--- config.mk ---
export PLATFORM = sky130hd
export DESIGN_NAME = act_pack_buffer
export DESIGN_NICKNAME = d
export VERILOG_FILES = /design/src/rtl/bnn_pkg.sv /design/src/rtl/sync_word_fifo.sv /design/src/rtl/act_pack_buffer.sv
export SDC_FILE = /design/constraint.sdc
export NUM_CORES = 1
export LEC_CHECK = 0
export ABC_AREA = 1
export ABC_CLOCK_PERIOD_IN_PS = 2300
export BUFFER_PORTS_ARGS = -buffer_cell sky130_fd_sc_hd__buf_4
export CAP_MARGIN = 20
export CELL_PAD_IN_SITES_DETAIL_PLACEMENT = 0
export CELL_PAD_IN_SITES_GLOBAL_PLACEMENT = 1
export CORE_AREA = 2 2 93 95
export CTS_BUF_LIST = sky130_fd_sc_hd__clkbuf_8 sky130_fd_sc_hd__clkbuf_16
export CTS_CLUSTER_DIAMETER = 80
export DETAILED_ROUTE_END_ITERATION = 6
export DIE_AREA = 0 0 95 97
export GPL_TIMING_DRIVEN = 0
export HOLD_SLACK_MARGIN = 0.15
export PLACE_DENSITY = 0.73
export SETUP_SLACK_MARGIN = 0.05
export SLEW_MARGIN = 25
export SYNTH_ARGS = -nofsm -noshare
export SYNTH_HDL_FRONTEND = slang
export SYNTH_SLANG_ARGS = --single-unit
--- constraint.sdc ---
create_clock -name clk -period 2.3 [get_ports clk]
set_input_delay 0.345 -clock clk [delete_from_list [all_inputs] [get_ports clk]]
set_output_delay 0.345 -clock clk [all_outputs]
set_load 0.02 [all_outputs]
--- src/rtl/bnn_pkg.sv ---
// Shared constants and types for the binarized activation packing path.
package bnn_pkg;

    localparam int WORD_W     = 8;
    localparam int FIFO_DEPTH = 4;
    localparam int CNT_W      = 11;

    localparam int PTR_W = $clog2(FIFO_DEPTH);
    localparam int IDX_W = $clog2(WORD_W);

    typedef struct packed {
        logic              last;
        logic [WORD_W-1:0] data;
    } fifo_entry_t;

endpackage

--- src/rtl/sync_word_fifo.sv ---
// Single-clock word FIFO with a registered occupancy count; storage is not reset.
module sync_word_fifo
    import bnn_pkg::*;
#(
    parameter int W     = WORD_W + 1,
    parameter int DEPTH = FIFO_DEPTH
) (
    input  logic                     clk,
    input  logic                     rst,
    input  logic                     push,
    input  logic [W-1:0]             push_data,
    input  logic                     pop,
    output logic [W-1:0]             head_data,
    output logic [$clog2(DEPTH):0]   count
);

    localparam int PW = (DEPTH > 1) ? $clog2(DEPTH) : 1;
    localparam int CW = $clog2(DEPTH) + 1;

    logic [W-1:0]  mem [DEPTH];
    logic [PW-1:0] wr_ptr;
    logic [PW-1:0] rd_ptr;
    logic          do_push;
    logic          do_pop;

    assign do_pop    = pop & (count != '0);
    assign do_push   = push & (count != CW'(DEPTH));
    assign head_data = mem[rd_ptr];

    always_ff @(posedge clk) begin
        if (do_push) begin
            mem[wr_ptr] <= push_data;
        end
    end

    // Pointers wrap naturally because DEPTH is a power of two.
    always_ff @(posedge clk or posedge rst) begin
        if (rst) begin
            wr_ptr <= '0;
            rd_ptr <= '0;
            count  <= '0;
        end else begin
            if (do_push) wr_ptr <= wr_ptr + PW'(1);
            if (do_pop)  rd_ptr <= rd_ptr + PW'(1);
            case ({do_push, do_pop})
                2'b10:   count <= count + CW'(1);
                2'b01:   count <= count - CW'(1);
                default: count <= count;
            endcase
        end
    end

endmodule

--- src/rtl/act_pack_buffer.sv ---
// Packs sign-activation bits LSB-first into words and streams them through a FIFO.
// Optional per-layer ones count enabled with `define ACT_POPCNT_EN.
module act_pack_buffer
    import bnn_pkg::*;
#(
    parameter int WORD_W     = bnn_pkg::WORD_W,
    parameter int FIFO_DEPTH = bnn_pkg::FIFO_DEPTH,
    parameter int CNT_W      = bnn_pkg::CNT_W
) (
    input  logic              clk,
    input  logic              rst,
    input  logic              act_valid,
    input  logic              act_bit,
    input  logic              act_last,
    output logic              act_ready,
    output logic              out_valid,
    output logic [WORD_W-1:0] out_data,
    output logic              out_last,
    input  logic              out_ready,
    output logic              drop_err,
    output logic [CNT_W-1:0]  layer_cnt
`ifdef ACT_POPCNT_EN
    ,
    output logic [CNT_W-1:0]  ones_cnt,
    output logic              ones_vld
`endif
);

    localparam int IX_W = $clog2(WORD_W);
    localparam int CW   = $clog2(FIFO_DEPTH) + 1;

    typedef struct packed {
        logic              last;
        logic [WORD_W-1:0] data;
    } entry_t;

    function automatic logic [CNT_W-1:0] sat_inc(input logic [CNT_W-1:0] v);
        return (&v) ? v : v + CNT_W'(1);
    endfunction

    logic [WORD_W-1:0] pack_reg;
    logic [IX_W-1:0]   idx;
    logic [WORD_W-1:0] word_p0;
    logic              accept;
    logic              push;
    logic              pop;
    logic [CW-1:0]     fifo_count;
    entry_t            push_entry;
    entry_t            head_entry;

    assign accept    = act_valid & act_ready;
    assign push      = accept & ((idx == IX_W'(WORD_W - 1)) | act_last);
    assign act_ready = (fifo_count < CW'(FIFO_DEPTH));
    assign out_valid = (fifo_count != '0);
    assign pop       = out_valid & out_ready;
    assign out_data  = out_valid ? head_entry.data : '0;
    assign out_last  = out_valid & head_entry.last;

    always_comb begin
        word_p0      = pack_reg;
        word_p0[idx] = act_bit;
    end

    always_comb begin
        push_entry      = '0;
        push_entry.last = act_last;
        push_entry.data = word_p0;
    end

    // Packing register / bit index -> FIFO entry on the completing accept
    always_ff @(posedge clk or posedge rst) begin
        if (rst) begin
            pack_reg  <= '0;
            idx       <= '0;
            layer_cnt <= '0;
            drop_err  <= 1'b0;
        end else begin
            if (accept) begin
                if (push) begin
                    pack_reg <= '0;
                    idx      <= '0;
                end else begin
                    pack_reg <= word_p0;
                    idx      <= idx + IX_W'(1);
                end
                layer_cnt <= act_last ? '0 : sat_inc(layer_cnt);
            end
            if (act_valid & ~act_ready) begin
                drop_err <= 1'b1;
            end
        end
    end

    sync_word_fifo #(
        .W     ($bits(entry_t)),
        .DEPTH (FIFO_DEPTH)
    ) u_fifo (
        .clk       (clk),
        .rst       (rst),
        .push      (push),
        .push_data (push_entry),
        .pop       (pop),
        .head_data (head_entry),
        .count     (fifo_count)
    );

`ifdef ACT_POPCNT_EN
    logic [CNT_W-1:0] tally;

    // Tally of accepted ones; snapshot on the layer's final accept
    always_ff @(posedge clk or posedge rst) begin
        if (rst) begin
            tally    <= '0;
            ones_cnt <= '0;
            ones_vld <= 1'b0;
        end else begin
            ones_vld <= accept & act_last;
            if (accept) begin
                if (act_last) begin
                    tally    <= '0;
                    ones_cnt <= act_bit ? sat_inc(tally) : tally;
                end else if (act_bit) begin
                    tally <= sat_inc(tally);
                end
            end
        end
    end
`endif

endmodule

==> impl_results.md, run 1 <==
* Post-synthesis sequential area ratio at 57.41%
* CP Data Required Time at 1.96 ns
* Min-Delay Path Class: in -> reg
* Synth-to-Final Area Change at 19.73%
* Area occupied by registers at 1833 um^2
* Max FFs per register at 36
* Dpl ws at -0.1368 ns
* Overall Global Routing Usage at 15.17%
* Clock buffer depth at 2
* Commonest non-fill, non-tap cell in the layout: nand2_1
* Most frequent cells in the layout: nand2_1, nor2_1, edfxtp_1
* Clk slew on worst S/H paths at 0.08 ns
* Post-DP HPWL at 4314 um
* Final setup vio count at 0
* Global-route wire length before repair at 10560 um
* Net switching share of the total power at 38.15%
* Element type at the critical path end: output pin
* MaxCap Viol Count at 0
* Worst Tran Pin Value at 0.8442 ns
* Ant diodes at 0
* Mapped Area at 3191 um^2
* Die area at 9215 um^2
* Utilization after layout at 46.96%
* Met1 usage at 18.43%
* Largest net degree at the start of global routing at 31
* CTS tree: built
* Met2 Use GR at 25.59%
* Synth Register Bits at 66
* Min-Delay Path Depth at 2
* Max VDD drop at 0.0003327 V
* Worst clock skew at 0.01142 ns
* H-tree levels at 3
* Initial antenna violation count at 0
* Starting density of the core at 39.22%
* Grt met3 use at 4.128%
* Status: completed
* Final Hold Vio Count at 0
* Clk pwr share at 24.3%
* Critical Path AT at 1.78 ns
* Port bufs at 28
* Synth area leader: edfxtp_1
* Post-synth net total at 337
* Pre-antenna DRT Iters at 4
* Total power at 4.486 mW
* Antenna viol nets, final at 0
* First DRT Iteration DRCs at 100
* Worst-path fanout max at 10
* Synth Instances at 322
* Nets at 381
* Vias/cell at 4.700
* Avg Cell Area, Syn at 9.909 um^2
* P per Cell Area at 1174 nW/um^2
* Total number of vias at 2237
* Flop pwr share at 36.5%
* Slew Viols, Final at 0
* Min Tclk post-route at 2.127 ns
* Startpoint Class: flip-flop
* Multi-input logic area at 1174 um^2
* Vias in the first global route at 2122
* Logic pwr share at 39.1%
* GRT overflow at 0
* Synth area leaders: edfxtp_1, dfrtp_1, nand2_1, nor2_1, o21ai_0
* Fmax at 470.2 MHz
* CTS root buffer: clkbuf_8
* WS Path Type: reg -> out
* Clk sinks at 66
* Clk_lat worst skew at 0.34 ns
* Io pins at 29
* Final worst-path cycle share at 92.46%
* GP Congestion at 0.7584
* Fraction of layout cells with a size suffix above 1 at 24.53%
* Top cell type's share of synthesized area at 33.88%
* Filler Cells Inserted at 798
* Row cnt at 33
* Int Pwr at 2.775 mW
* Die W at 95 um
* # DRC at 0
* FF-to-FF path depth at 9
* Final Routed Wirelength at 6390 um
* Setup ws final at 0.1734 ns
* RSZ-0062 raised after global routing: false
* Die Ht at 97 um
* Post-synth cell types at 31
* CTS buffer count at 9
* Leakage power at 1.611 nW
* Wire per inst at 13.42 um
* GRT Max-Usage Layer: met2
* Yosys warns at 0
* Max_slew headroom at 43.51%
* Net Sw Power at 1.712 mW
* Core footprint at 8134 um^2
-- worst paths after layout --
check	from	endpoint	slack, ns
hold / removal	act_valid	drop_err	0.23
hold reg to reg	drop_err	drop_err	0.47
setup / recovery	u_fifo.rd_ptr[0]	out_last	0.17
max in group asynchronous	rst	idx[1]	1.18
min in group asynchronous	rst	u_fifo.count[0]	0.66
setup reg to reg	idx[1]	u_fifo.count[2]	0.21
-- cells in the mapped netlist (all sizes together) --
| cell type | number |
|---|---|
| xor2 | 3 |
| buf | 4 |
| xnor2 | 1 |
| a21o | 1 |
| nand2 | 62 |
| inv | 37 |
| nor2 | 53 |
| a22oi | 1 |
| a21oi | 13 |
| ha | 8 |
| a31o | 1 |
| nor3 | 3 |
| clkinv | 1 |
| clkbuf | 2 |
| or2 | 1 |
| o21a | 6 |
| nand3 | 14 |
| fa | 1 |
| edfxtp | 36 |
| o21ai | 43 |
| dfrtp | 30 |
| nand4 | 1 |
-- area by class of cell --
cell class	instances	area share, %
sequential	66	47.99
timing repair buffer	33	6.551
clock inverter	7	2.653
tap	105	3.439
inverter	38	3.800
buffer	6	1.605
multi-input combinational	212	30.72
clock buffer	9	3.243
-- power groups by stage --
stage,clock network [mW],logic [mW],registers [mW]
2_1_floorplan,0,1.14,1.67
3_3_place_gp,0,1.68,1.67
3_5_place_dp,0,1.71,1.67
4_1_cts,1.12,1.74,1.65
5_1_grt,1.18,1.96,1.66
6_report,1.09,1.76,1.64
-- routing by layer --
metal	vias to the layer above	routed length [um]
met2	31	3293
li1	1156	-
met4	0	61
met1	1046	2806
met3	4	228
met5	-	0
-- timing repair --
| action | 4_1_cts | 5_1_grt |
|---|---|---|
| buffers inserted | 1 | 3 |
| pin swaps | 1 | 0 |
| endpoints found under the setup margin | 4 | 21 |
| hold buffers | 1 | 0 |
| endpoints found under the hold margin | 30 | 0 |
| gates resized for setup | 6 | 2 |
-- worst max-delay path, cell delays in order (launching register included) --
cell      delay [ns]
dfrtp_1         0.37
inv_1           0.26
clkbuf_2        0.30
o21ai_0         0.13
a21oi_1         0.20
buf_4           0.18
-- cell families after synthesis --
group / after synthesis / synth area share [%]
AOI/OAI and AO/OA: 65 / 12.12
xor gates and xnor gates: 4 / 1.098
adders and majority gates: 9 / 3.765
buffers and inverters: 44 / 6.353
DFF: 66 / 57.41
and+or+nand+nor: 134 / 19.25
-- through the flow --
stage          hold slack (ns)  cell area [um^2]  setup TNS [ns]  instances
5_1_grt                 0.2169              3820               0        476
3_3_place_gp            0.4408              3532        -0.08539        455
3_5_place_dp            0.4539              3532         -0.1368        455
2_1_floorplan           0.4358              3191               0        322
4_1_cts                 0.2176              3792               0        473
6_report                0.2335              3820               0        476
Power figures use the tool's default switching activity.
==> inputs of run 2 (changes only) <==
ABC_AREA = not set   (was 1)
CORE_AREA = 2 2 90 92   (was 2 2 93 95)
DIE_AREA = 0 0 92 94   (was 0 0 95 97)
HOLD_SLACK_MARGIN = 0.06   (was 0.15)
PLACE_DENSITY = 0.7   (was 0.73)
==> impl_results.md, run 2 <==
* Cells after DPL at 344 (-24%)
* Async set-or-reset flop fraction in the synthesized netlist at 45.45% (unchanged)
* Nets at 266 (-30%)
* Final setup vio count at 0 (unchanged)
* Synth-to-Final Area Change at 17.70%
* Core footprint at 7607 um^2 (-6.5%)
* Non-filler cells, final at 358 (-25%)
* Area occupied by registers at 1832 um^2 (about the same)
* Row cnt at 32 (-3.0%)
* Met3 Wirelength at 170 um (-25%)
* Top cell type's share of synthesized area at 35.99% (+2.1 points)
* Post-synth cell types at 45 (+45%)
* Top FF cell, synth: edfxtp_1
* Pre-antenna DRT Iters at 4 (unchanged)
* RSZ-0062 raised after global routing: true
* Die W at 92 um (-3.2%)
* Element type at the critical path end: flip-flop
* P per Cell Area at 1144 nW/um^2 (-2.6%)
* Post-synth EDFFs at 36 (unchanged)
* Final worst-path cycle share at 93.58% (+1.1 points)
* Largest net degree at the start of global routing at 31 (unchanged)
* Fraction of layout cells with a size suffix above 1 at 26.95% (+2.4 points)
* H-tree levels at 3 (unchanged)
* Dpl ws at -0.04789 ns (+0.08894 ns)
* Yosys warns at 0 (unchanged)
* CP Data Required Time at 2.55 ns (+0.59 ns)
* Synth Instances at 214 (-34%)
* DRT met1 WL at 2515 um (-10%)
* Final Routed Wirelength at 5388 um (-16%)
* Setup ws final at 0.1476 ns (-0.02588 ns)
* Final Hold Vio Count at 0 (unchanged)
* DR top layer: met4
* Overall Global Routing Usage at 13.88% (-1.3 points)
* MaxCap Viol Count at 0 (unchanged)
* CTS tree: built
* Clk pwr share at 23.2% (-1.1 points)
* Post-CTS Hold Buffers at 0 (-1)
* Post-synthesis compound-gate area fraction at 8.830% (-3.3 points)
* Multiplexer share of the synthesized area at 10.79% (+11 points)
* Die Ht at 94 um (-3.1%)
* Vias in the first global route at 1863 (-12%)
* Min Tclk post-route at 2.152 ns (+0.02588 ns)
* Die area at 8648 um^2 (-6.2%)
* Worst clock skew at 0.01137 ns (-0.00004460 ns)
* Top-count cell post-synth: edfxtp_1
* GP Congestion at 0.7671 (+1.1%)
* Antenna viol nets, final at 0 (unchanged)
* CTS root buffer: clkbuf_8
* Post-synthesis sequential area ratio at 60.97% (+3.6 points)
* Synth area leaders: edfxtp_1, dfrtp_1, mux4_2, ha_1, and2_1
* Max FFs per register at 36 (unchanged)
* Routed met2 length at 2631 um (-20%)
* Starting density of the core at 39.49% (+0.27 points)
* Clk_lat worst skew at 0.34 ns (about the same)
* Global-route wire length before repair at 9211 um (-13%)
* Port bufs at 28 (unchanged)
* Clock buffer depth at 2 (unchanged)
* Avg Cell Area, Syn at 14.04 um^2 (+42%)
* Total power at 4.046 mW (-9.8%)
* Initial antenna violation count at 0 (unchanged)
* Flop pwr share at 41.1% (+4.6 points)
* Multi-input logic area at 1095 um^2 (-6.7%)
* # DRC at 0 (unchanged)
* Min-Delay Path Class: in -> async
* Post-synthesis xor/xnor area fraction at 1.749% (+0.65 points)
* Total number of vias at 1799 (-20%)
* Post-DP HPWL at 3574 um (-17%)
* CTS buffer count at 9 (unchanged)
* Setup_tns at 0 ns (unchanged)
* Critical Path AT at 2.41 ns (+0.63 ns)
* Simple-gate area share of the yosys netlist at 10.91% (-8.3 points)
* Most frequent cells in the layout: edfxtp_1, dfrtp_1, buf_4
* First DRT Iteration DRCs at 121 (+21%)
* WS Path Type: reg -> reg
* Leakage power at 1.410 nW (-12%)
* Worst Tran Pin Value at 0.6784 ns (-0.1657 ns)
* Utilization after layout at 46.48% (-0.48 points)
* Slew Viols, Final at 0 (unchanged)
* Synth area leader: edfxtp_1
* Io pins at 29 (unchanged)
* Int Pwr at 2.682 mW (-3.3%)
* GRT overflow at 0 (unchanged)
* Post-synthesis adder-cell area fraction at 3.998% (+0.23 points)
* Status: completed
* Post-synth top cells: edfxtp_1, dfrtp_1, and2_1
* Startpoint Class: flip-flop
* Clk slew on worst S/H paths at 0.07 ns (about the same)
* Worst-path fanout max at 8 (-2)
* Clk sinks at 66 (unchanged)
* Fmax at 464.6 MHz (-1.2%)
* Ant diodes at 0 (unchanged)
* Synth Register Bits at 66 (unchanged)
* Commonest non-fill, non-tap cell in the layout: edfxtp_1
* Max VDD drop at 0.0004222 V (+27%)
* Largest family of logic cells by synthesized area: simple AND/OR/NAND/NOR gates
* Max_slew headroom at 54.70% (+11 points)
* Vias/cell at 5.025 (+6.9%)
* Post-synth net total at 229 (-32%)
* Wire per inst at 15.05 um (+12%)
* Mapped Area at 3004 um^2 (-5.8%)
* Logic pwr share at 35.7% (-3.4 points)
* Filler Cells Inserted at 711 (-11%)
* Net Sw Power at 1.364 mW (-20%)
* Net switching share of the total power at 33.72% (-4.4 points)
## run 2: cell count changes after synthesis, sizes merged, moves of 7 or more
cell,previous run,this run
nand2,62,14
nor2,53,9
o21ai,43,4
inv,37,9
and2,0,15
nand3,14,3
a22o,0,10
a21oi,13,4
mux2,0,9
mux4,0,9
clkbuf,2,9
## run 2: routing by layer
layer | global-route usage, % | vias to the layer above
li1 | - | 870
met3 | 2.889 | 8
met1 | 18.30 | 891
met5 | 0 | -
met2 | 22.55 | 30
met4 | 5.597 | 0
## run 2: critical path: stages (launching register included)
cell and delay (ns):
dfrtp_1 0.39, ha_1 0.20, ha_1 0.20, nor2_1 0.12
nor2_2 0.09, inv_1 0.09, ha_2 0.18, inv_1 0.05
fa_1 0.37, xor2_1 0.15, nor2_1 0.12, xnor2_1 0.12
## run 2: path summary, 6_finish.rpt
| check | slack [ns] | endpoint | cells after the start | start |
|---|---|---|---|---|
| setup / recovery | 0.15 | u_fifo.count[2] | 11 | idx[0] |
| hold / removal | 0.12 | layer_cnt[5] | 2 | rst |
| setup reg to reg | 0.15 | u_fifo.count[2] | 11 | idx[0] |
| hold reg to reg | 0.49 | drop_err | 1 | drop_err |
| max in group asynchronous | 1.74 | idx[2] | 2 | rst |
| min in group clk | 0.24 | drop_err | 2 | act_valid |
## run 2: area by class of cell
cell class                 instances  area share [%]
sequential                        66           51.80
multi-input combinational        127           30.96
timing repair buffer              28           5.945
tap                              102           3.609
clock buffer                       9           3.503
clock inverter                     7           1.982
buffer                            10           1.239
inverter                           9          0.9554
## run 2: cells by family (layout without fill, tap and decap cells)
family                     after synthesis  count (layout)
xor gates and xnor gates                 6               6
AOI/OAI and AO/OA                       34              34
and+or+nand+nor                         58              58
DFF                                     66              66
buffers and inverters                   21              63
adders and majority gates                9               9
muxes                                   20              20
## run 2: per-stage QoR
step / instance area, um^2 / hold slack, ns
finish: 3536 / 0.1153
global route: 3536 / 0.1855
CTS: 3535 / 0.1296
detailed placement: 3342 / 0.4826
global placement: 3342 / 0.4417
floorplan: 3004 / 0.4358
## run 2: power by group through the flow
stage | combinational [mW] | sequential [mW] | clock (mW)
2_1_floorplan | 1.03 | 1.66 | 0
3_3_place_gp | 1.48 | 1.65 | 0
3_5_place_dp | 1.51 | 1.65 | 0
5_1_grt | 1.59 | 1.70 | 1.02
4_1_cts | 1.52 | 1.63 | 0.965
6_report | 1.44 | 1.66 | 0.939
## run 2: timing repair
action / 4_1_cts / 5_1_grt
setup buffers: 0 / 0
setup endpoints to repair: 9 / 11
gates resized for setup: 1 / 2
==> inputs of run 3 (changes only) <==
ABC_CLOCK_PERIOD_IN_PS = 2000   (was 2300)
PLACE_DENSITY = 0.68   (was 0.7)
clock period = 2 ns   (was 2.3 ns; I/O delays follow)
==> impl_results.md, run 3 (synthesized netlist as in run 2, its figures left out) <==
* FF-to-FF path depth at 11 (unchanged)
* Worst-path fanout max at 5 (-3)
* GP Congestion at 0.7371 (-3.9%)
* Crit path cell chain: buf_8 -> mux4_2 -> and2_4 -> buf_6
* Slew Viols, Final at 0 (unchanged)
* Port bufs at 28 (unchanged)
* Max_slew headroom at 54.38% (-0.32 points)
* Clk slew on worst S/H paths at 0.08 ns (about the same)
* Overall Global Routing Usage at 14.34% (+0.46 points)
* Leakage power at 1.489 nW (+5.6%)
* Net Sw Power at 1.651 mW (+21%)
* DR top layer: met4
* CP Buf/Inv Count at 2 (unchanged)
* Initial antenna violation count at 0 (unchanged)
* CTS tree: built
* Commonest non-fill, non-tap cell in the layout: edfxtp_1
* CP Data Required Time at 1.70 ns (-0.85 ns)
* Final setup vio count at 0 (unchanged)
* Antenna viol nets, final at 0 (unchanged)
* Slowest cell on crit path: mux4_2
* Ant diodes at 0 (unchanged)
* Element type at the critical path end: output pin
* Total number of vias at 1857 (+3.2%)
* H-tree levels at 3 (unchanged)
* Final Hold Vio Count at 0 (unchanged)
* First DRT Iteration DRCs at 94 (-22%)
* Vias in the first global route at 1807 (-3.0%)
* Clk sinks at 66 (unchanged)
* Synth-to-Final Area Change at 23.74%
* Post-DP HPWL at 3602 um (+0.77%)
* Die area at 8648 um^2 (unchanged)
* Fraction of layout cells with a size suffix above 1 at 35.85% (+8.9 points)
* Max VDD drop at 0.0006615 V (+57%)
* Crit path largest cell delay at 0.49 ns (+0.10 ns)
* Most frequent cells in the layout: edfxtp_1, dfrtp_1, buf_4
* GRT overflow at 0 (unchanged)
* CTS root buffer: clkbuf_8
* Clk_lat worst skew at 0.33 ns (about the same)
* Startpoint Class: flip-flop
* CTS buffer count at 9 (unchanged)
* Clk pwr share at 21.5% (-1.7 points)
* Utilization after layout at 48.87% (+2.4 points)
* Met3 Wirelength at 166 um (-2.4%)
* Clock buffer depth at 2 (unchanged)
* Nets at 275 (+3.4%)
* Vias/cell at 5.060 (+0.69%)
* Dpl ws at -0.1198 ns (-0.07187 ns)
* DRT met1 WL at 2667 um (+6.0%)
* Net switching share of the total power at 32.79% (-0.92 points)
* Global-route wire length before repair at 9294 um (+0.90%)
* Worst clock skew at 0.007927 ns (-0.003446 ns)
* Worst path depth at 4 (-7)
* Wire per inst at 15.34 um (+1.9%)
* Cells after DPL at 344 (unchanged)
* Final worst-path cycle share at 99.58%
* Non-filler cells, final at 367 (+2.5%)
* Status: completed
* Core footprint at 7607 um^2 (unchanged)
* P per Cell Area at 1354 nW/um^2 (+18%)
* CP delay by family, top: multiplexers
* Largest net degree at the start of global routing at 31 (unchanged)
* Routed met2 length at 2714 um (+3.2%)
* Starting density of the core at 39.49% (unchanged)
* # DRC at 0 (unchanged)
* Int Pwr at 3.383 mW (+26%)
* Min-Delay Path Class: in -> async
* MaxCap Viol Count at 0 (unchanged)
* Filler Cells Inserted at 692 (-2.7%)
* Final Routed Wirelength at 5629 um (+4.5%)
* Die Ht at 94 um (unchanged)
* Io pins at 29 (unchanged)
* Flop pwr share at 38.3% (-2.8 points)
* Post-CTS Hold Buffers at 0 (unchanged)
* Min Tclk post-route at 1.992 ns
* Worst Tran Pin Value at 0.6833 ns (+0.004848 ns)
* Setup ws final at 0.008463 ns (-0.1391 ns)
* Die W at 92 um (unchanged)
* RSZ-0062 raised after global routing: true
* Critical Path AT at 1.69 ns (-0.72 ns)
* Pre-antenna DRT Iters at 4 (unchanged)
* Max FFs per register at 36 (unchanged)
* Worst hold margin at 0.06780 ns (-0.04746 ns)
* Fmax at 502.1 MHz
* Row cnt at 32 (unchanged)
* Logic pwr share at 40.2% (+4.5 points)
* WS Path Type: reg -> out
-- run 3: area by class of cell --
cell class | instances | area [um^2] | area share [%]
plain buffers | 10 | 55.05 | 1.481
clock buffers | 9 | 123.9 | 3.332
clock inverters | 7 | 70.07 | 1.885
inverters | 9 | 33.78 | 0.9088
multi-input cells | 127 | 1147 | 30.86
flip-flops and latches | 66 | 1834 | 49.34
well taps | 102 | 127.6 | 3.433
repair buffers | 37 | 325.3 | 8.751
-- run 3: path summary, 6_finish.rpt --
kind                                        from                to  slack [ns]
worst min-delay path                         rst   u_fifo.count[2]        0.07
worst min register to register          drop_err          drop_err        0.46
worst max register to register            idx[1]   u_fifo.count[2]        0.06
worst max-delay path            u_fifo.rd_ptr[0]       out_data[0]       0.008
min in group clk                       act_valid          drop_err        0.19
max in group asynchronous                    rst  u_fifo.rd_ptr[1]        1.45
-- run 3: power by group through the flow --
stage | Sequential, mW | Clock [mW] | Combinational (mW)
after floorplan | 1.91 | 0 | 1.20
after global placement | 1.89 | 0 | 1.73
after detailed placement | 1.90 | 0 | 1.75
after CTS | 1.92 | 1.12 | 1.96
after global routing | 1.97 | 1.19 | 2.21
final | 1.93 | 1.08 | 2.02
-- run 3: worst reg2reg max path, stage by stage, from the launching register on --
cell	delay (ns)
dfrtp_1	0.38
ha_2	0.20
ha_4	0.17
nor2_4	0.09
nor2_4	0.05
inv_1	0.06
ha_2	0.18
inv_2	0.04
fa_2	0.32
xor2_1	0.14
nor2_1	0.12
xnor2_1	0.12
-- run 3: routing by layer --
layer	vias up	global-route usage, %
met5	-	0
met4	0	7.463
met3	5	2.970
met2	32	22.00
met1	927	19.32
li1	893	-
-- run 3: what timing repair did --
item                       in CTS  in global routing
pin swaps                      12                  0
resized for setup              24                  2
setup endpoints to repair      11                 10
buffers inserted                6                  2
gates cloned                    0                  1
-- run 3: stage by stage --
stage	setup TNS, ns	cell area (um^2)	total power [mW]
6_report	0	3717	5.034
5_1_grt	-0.4098	3717	5.361
4_1_cts	-0.06387	3674	5.004
3_5_place_dp	-0.1831	3367	3.651
3_3_place_gp	-0.3407	3367	3.628
2_1_floorplan	0	3029	3.108
